$ cat config.mk
export PLATFORM = sky130hd
export DESIGN_NAME = dfu_ar_arbiter
export DESIGN_NICKNAME = d
export VERILOG_FILES = /design/src/rtl/dfu_ar_arbiter.sv
export SDC_FILE = /design/constraint.sdc
export NUM_CORES = 1
export LEC_CHECK = 0
export CAP_MARGIN = 20
export CORE_MARGIN = 3
export CORE_UTILIZATION = 29
export CTS_BUF_LIST = sky130_fd_sc_hd__clkbuf_8
export DETAILED_ROUTE_END_ITERATION = 12
export PLACE_DENSITY = 0.84
export SLEW_MARGIN = 20
export SYNTH_ARGS = -nofsm -noshare
export SYNTH_HDL_FRONTEND = slang
export SYNTH_SLANG_ARGS = --single-unit
$ cat constraint.sdc
create_clock -name clk -period 1.7 [get_ports clk]
set_input_delay 0.34 -clock clk [delete_from_list [all_inputs] [get_ports clk]]
set_output_delay 0.34 -clock clk [all_outputs]
set_load 0.005 [all_outputs]
$ cat src/rtl/dfu_ar_arbiter.sv
// dfu_ar_arbiter: round-robin owner arbitration of the shared DFU-to-AR
// request channel between the load path and the store path. A grant is
// locked to one owner for a whole transaction and is followed by a single
// idle cycle before the channel can be contended again.
module dfu_ar_arbiter #(
    parameter int FIFO_WIDTH  = 32,
    parameter int DATA_WIDTH  = 32,
    parameter int TIMEOUT_CYC = 1024
) (
    input  logic                  clk,
    input  logic                  rst,

    input  logic                  ld_grant_req,
    input  logic                  ld_wr_req,
    input  logic [FIFO_WIDTH-1:0] ld_addr,
    input  logic                  ld_addr_vld,
    input  logic [DATA_WIDTH-1:0] ld_data_out,
    input  logic                  ld_data_out_vld,
    output logic                  ld_grant,

    input  logic                  st_grant_req,
    input  logic                  st_rd_req,
    input  logic [FIFO_WIDTH-1:0] st_addr,
    input  logic                  st_addr_vld,
    input  logic [DATA_WIDTH-1:0] st_data_out,
    input  logic                  st_data_out_vld,
    output logic                  st_grant,

    output logic                  dfu2ar_grant_req,
    input  logic                  ar2dfu_grant,
    output logic                  dfu2ar_wr_req,
    output logic [FIFO_WIDTH-1:0] dfu2ar_addr,
    output logic                  dfu2ar_addr_vld,
    output logic [DATA_WIDTH-1:0] dfu2ar_data_out,
    output logic                  dfu2ar_data_out_vld,

    output logic                  arb_owner,
    output logic                  arb_busy,
    output logic                  arb_timeout
);

    localparam int CNT_W = $clog2(TIMEOUT_CYC + 1);
    localparam logic [CNT_W-1:0] CNT_MAX = CNT_W'(TIMEOUT_CYC);

    typedef enum logic [1:0] {
        S_IDLE,
        S_REQ,
        S_OWN,
        S_GAP
    } state_t;

    state_t           state;
    state_t           state_next;
    logic             last_owner;
    logic [CNT_W-1:0] wait_cnt;
    logic [CNT_W-1:0] cnt_inc;
    logic             any_req;
    logic             sel_owner;
    logic             owner_req;

    assign any_req   = ld_grant_req | st_grant_req;
    // Under contention the path that did not complete the last transaction wins.
    assign sel_owner = (ld_grant_req && st_grant_req) ? ~last_owner : st_grant_req;
    assign owner_req = arb_owner ? st_grant_req : ld_grant_req;
    assign cnt_inc   = wait_cnt + CNT_W'(1);
    assign arb_busy  = (state != S_IDLE);

    // State register.
    always_ff @(posedge clk or posedge rst) begin
        if (rst) begin
            state <= S_IDLE;
        end else begin
            state <= state_next;
        end
    end

    // Next-state decision; an abandoned request returns straight to IDLE.
    always_comb begin
        state_next = state;
        case (state)
            S_IDLE: begin
                if (any_req) begin
                    state_next = S_REQ;
                end
            end
            S_REQ: begin
                if (!owner_req) begin
                    state_next = S_IDLE;
                end else if (ar2dfu_grant) begin
                    state_next = S_OWN;
                end
            end
            S_OWN: begin
                if (!owner_req) begin
                    state_next = S_GAP;
                end
            end
            S_GAP: begin
                state_next = S_IDLE;
            end
            default: begin
                state_next = S_IDLE;
            end
        endcase
    end

    // Owner selection, round-robin history, AR wait counter and sticky timeout.
    always_ff @(posedge clk or posedge rst) begin
        if (rst) begin
            arb_owner   <= 1'b0;
            last_owner  <= 1'b1;
            wait_cnt    <= '0;
            arb_timeout <= 1'b0;
        end else begin
            case (state)
                S_IDLE: begin
                    wait_cnt <= '0;
                    if (any_req) begin
                        arb_owner <= sel_owner;
                    end
                end
                S_REQ: begin
                    if (owner_req && !ar2dfu_grant && (wait_cnt != CNT_MAX)) begin
                        wait_cnt <= cnt_inc;
                        if (cnt_inc == CNT_MAX) begin
                            arb_timeout <= 1'b1;
                        end
                    end
                end
                S_OWN: begin
                    if (!owner_req) begin
                        last_owner <= arb_owner;
                    end
                end
                default: begin
                end
            endcase
        end
    end

    // Channel outputs: request in REQ/OWN, owner's signals forwarded only in OWN.
    always_comb begin
        ld_grant            = 1'b0;
        st_grant            = 1'b0;
        dfu2ar_grant_req    = 1'b0;
        dfu2ar_wr_req       = 1'b0;
        dfu2ar_addr         = '0;
        dfu2ar_addr_vld     = 1'b0;
        dfu2ar_data_out     = '0;
        dfu2ar_data_out_vld = 1'b0;
        case (state)
            S_REQ: begin
                dfu2ar_grant_req = 1'b1;
            end
            S_OWN: begin
                dfu2ar_grant_req = 1'b1;
                if (arb_owner) begin
                    st_grant            = 1'b1;
                    dfu2ar_wr_req       = st_rd_req;
                    dfu2ar_addr         = st_addr;
                    dfu2ar_addr_vld     = st_addr_vld;
                    dfu2ar_data_out     = st_data_out;
                    dfu2ar_data_out_vld = st_data_out_vld;
                end else begin
                    ld_grant            = 1'b1;
                    dfu2ar_wr_req       = ld_wr_req;
                    dfu2ar_addr         = ld_addr;
                    dfu2ar_addr_vld     = ld_addr_vld;
                    dfu2ar_data_out     = ld_data_out;
                    dfu2ar_data_out_vld = ld_data_out_vld;
                end
            end
            default: begin
            end
        endcase
    end

endmodule

==> impl_metrics.yaml <==
power_and_ir_drop:
  leakagePower_nw: 2.63
  p_comb_share_pct: 84.8
  swShare_pct: 36.8
  total_power_w: 0.00604
  seqPwrFrac_pct: 9.4
  ir_drop_v: 0.000799
  clock_power_share_pct: 5.9
  p_per_area_nw_per_um2: 1090
  p_int_w: 0.00382
  p_switching_w: 0.00222
floorplanning:
  start_util_pct: 30.6
  fp.coreArea_um2: 7410
  rows: 31
  dieArea_um2: 8910
  num_io_pins: 212
  die_w_um: 94.4
  die_y_um: 94.4
sta:
  fmax_mhz: 500
  skew_ps: 7.64
  max-slew-margin-rel_pct: 69.9
  finalSetupViolCount: 83
  grt_setup_unrepaired: "yes"
  holdWs_ps: 299
  fin_crit_ps: 2000
  fin_crit_sh_pct: 118
  fin_tns_setup_ps: -12670
  hold_viol: 0
  drv_slew: 0
  setup_slack_ps: -298
  worst_pin_slew_ps: 452
setup_path:
  worst_setup_path_end_kind: "primary output"
  required_ps: 1360
  r2r-start: "arb_owner"
  cp_data_arrival_time_ps: 1660
  r2r_cells: 7
  path_max_fanout: 8
  r2r_slack_ps: -260
  critPathLaunchType: "flop"
  crit_type: "reg2out"
clock_network:
  clk_latency_ps: 260
  cts.sinks: 16
  ctsLongestPathBuffers: 2
  htreeDepth: 1
  numCtsBuffers: 3
  cts.clk_slew.worst_paths_ps: 60
  cts-root-buf: "clkbuf_8"
  hold_buffers: 0
  cts_tree: "built"
run:
  cap_violations: 0
yosys:
  synth_top_area_share_pct: 30.5
  yosysMostFrequentCell: "mux2i_1"
  synth_compound_area_share_pct: 7.85
  async_flop_share_pct: 100
  ys_ff_latch: 16
  synthMuxAreaShare_pct: 30.5
  synth_edf_count: 0
  syn_avg_cell_area_um2: 8.27
  ys_types: 40
  synth_warnings: 0
  yosys.area.top_type: "mux2i_1"
  synthSimpleGateAreaFrac_pct: 30.7
  synth_ff_type: "dfrtp_1"
  synthAdderAreaFrac_pct: 3.31
  synthTopCellsByCount: "mux2i_1, nor2b_1, clkbuf_1"
  syn_inst: 274
  netlist_top_cells_area: "mux2i_1, nor2b_1, dfrtp_1"
  synth_seq_area_share_pct: 17.7
  syn-cell-area_um2: 2260
  synthXorXnorAreaFrac_pct: 3.87
  syn_nets: 419
  synth_top_family_by_area: "simple AND/OR/NAND/NOR gates"
global_routing:
  grt_pass1_vias: 3035
  grt_overflow: 0
  gr-usage-all-layers_pct: 23.0
  grt_max_degree: 30
  grt_antenna_before_repair: 3
  grt_pass1_wl_um: 15900
place:
  place_ws_ps: -406
  portBuffers: 211
  dp_hpwl_um: 8480
  gp_congestion: 0.937
  dpl_cell_area_um2: 4700
min_path:
  hold_path.class: "in2async"
cells_and_area:
  fin_area_um2: 5540
  num_antenna_cells: 0
  layout-drive-gt1-share_pct: 40.5
  layout.nets: 714
  synthToLayoutAreaGrowth_pct: 145
route:
  routed_via_density: 4.96
  post_drt_wl_per_cell_um: 20.3
  firstDrtPassIters: 4
  totalWireLength_um: 13600
  vias: 3311
  drc: 0
  drtAntennaViolNets: 0
  drtIter0Drc: 72
run_status:
  outcome: "finished with violations"
  failed_checks: "setup timing"
-- how the worst max path moves through the flow --
stage	startpoint	endpoint	slack [ps]	depth (start not counted)
2_1_floorplan	wait_cnt[2]	wait_cnt[9]	-130	7
3_3_place_gp	st_grant_req	wait_cnt[6]	-350	6
3_5_place_dp	ld_grant_req	wait_cnt[9]	-410	6
4_1_cts	state[0]	dfu2ar_addr[13]	-410	5
5_1_grt	arb_owner	dfu2ar_data_out[25]	-360	6
6_report	arb_owner	dfu2ar_data_out[25]	-300	6
-- placed cells by master, fill, tap and decap left out, types with 3 or more instances in the layout --
master,Yosys,layout
a31oi_1,3,3
nand2_2,0,4
clkdlybuf4s50_1,0,139
xnor2_1,5,5
inv_2,0,3
mux2i_4,0,3
inv_1,8,5
clkbuf_2,0,4
mux2i_1,69,61
o21ai_1,11,7
nor3_1,6,3
xor2_1,5,5
nor2_1,5,5
mux2i_2,0,5
nand2b_1,4,3
nor2b_2,0,5
o21ai_2,1,5
dfrtp_1,15,14
buf_8,0,5
buf_2,2,66
nand2_1,15,11
nor2b_1,68,57
clkbuf_8,0,4
buf_6,1,46
buf_4,2,40
buf_12,0,6
nor2b_4,0,6
clkbuf_16,0,5
-- state kept, by name, indices dropped and copies added (netlist names), named ones only --
name,flops
arb_owner,1
arb_timeout,1
wait_cnt,11
last_owner,1
state,1
-- critical path, cell delays in order, from the launching register on --
cell	delay, ps
dfrtp_4	570
buf_6	160
clkbuf_16	150
buf_4	130
mux2i_1	110
nor2b_1	140
buf_2	140
-- cell families after synthesis --
family | Yosys count
flops | 16
buf+inv | 32
xor+xnor | 10
compound gates | 26
simple gates | 115
mux | 69
fa+ha+maj | 6
-- power by group through the flow --
stage          combinational [W]  sequential [W]  clock (W)
3_5_place_dp             0.00315        0.000541          0
3_3_place_gp             0.00310        0.000540          0
2_1_floorplan            0.00167        0.000508          0
4_1_cts                  0.00331        0.000539   0.000353
5_1_grt                  0.00539        0.000577   0.000370
6_report                 0.00512        0.000566   0.000354
-- per-layer routing --
layer	share of wire, %	up-vias	track usage [%]
met3	11	45	10.0
met5	0.32	-	0
li1	-	1530	-
met2	50	179	42.8
met1	35	1551	23.2
met4	4.1	6	6.14
-- cell type report --
| class | instances | area [µm²] |
|---|---|---|
| Fill cell | 483 | 1870 |
| Sequential cell | 16 | 405 |
| Tap cell | 99 | 124 |
| Inverter | 8 | 30.0 |
| Timing Repair Buffer | 313 | 2920 |
| Multi-Input combinational cell | 227 | 2000 |
| Clock buffer | 4 | 55.1 |
-- what timing repair did --
item,4_1_cts,5_1_grt
gates resized for setup,168,215
buffers inserted,7,51
pin swaps,11,17
gates cloned,2,7
setup endpoints to repair,86,86
-- per-stage QoR --
step,std cells,util (%)
after global routing,667,74.8
after detailed placement,596,63.5
final,667,74.8
after CTS,609,65.5
after global placement,596,63.5
after floorplan,274,-
No activity file was read; power rests on OpenSTA's default activity.
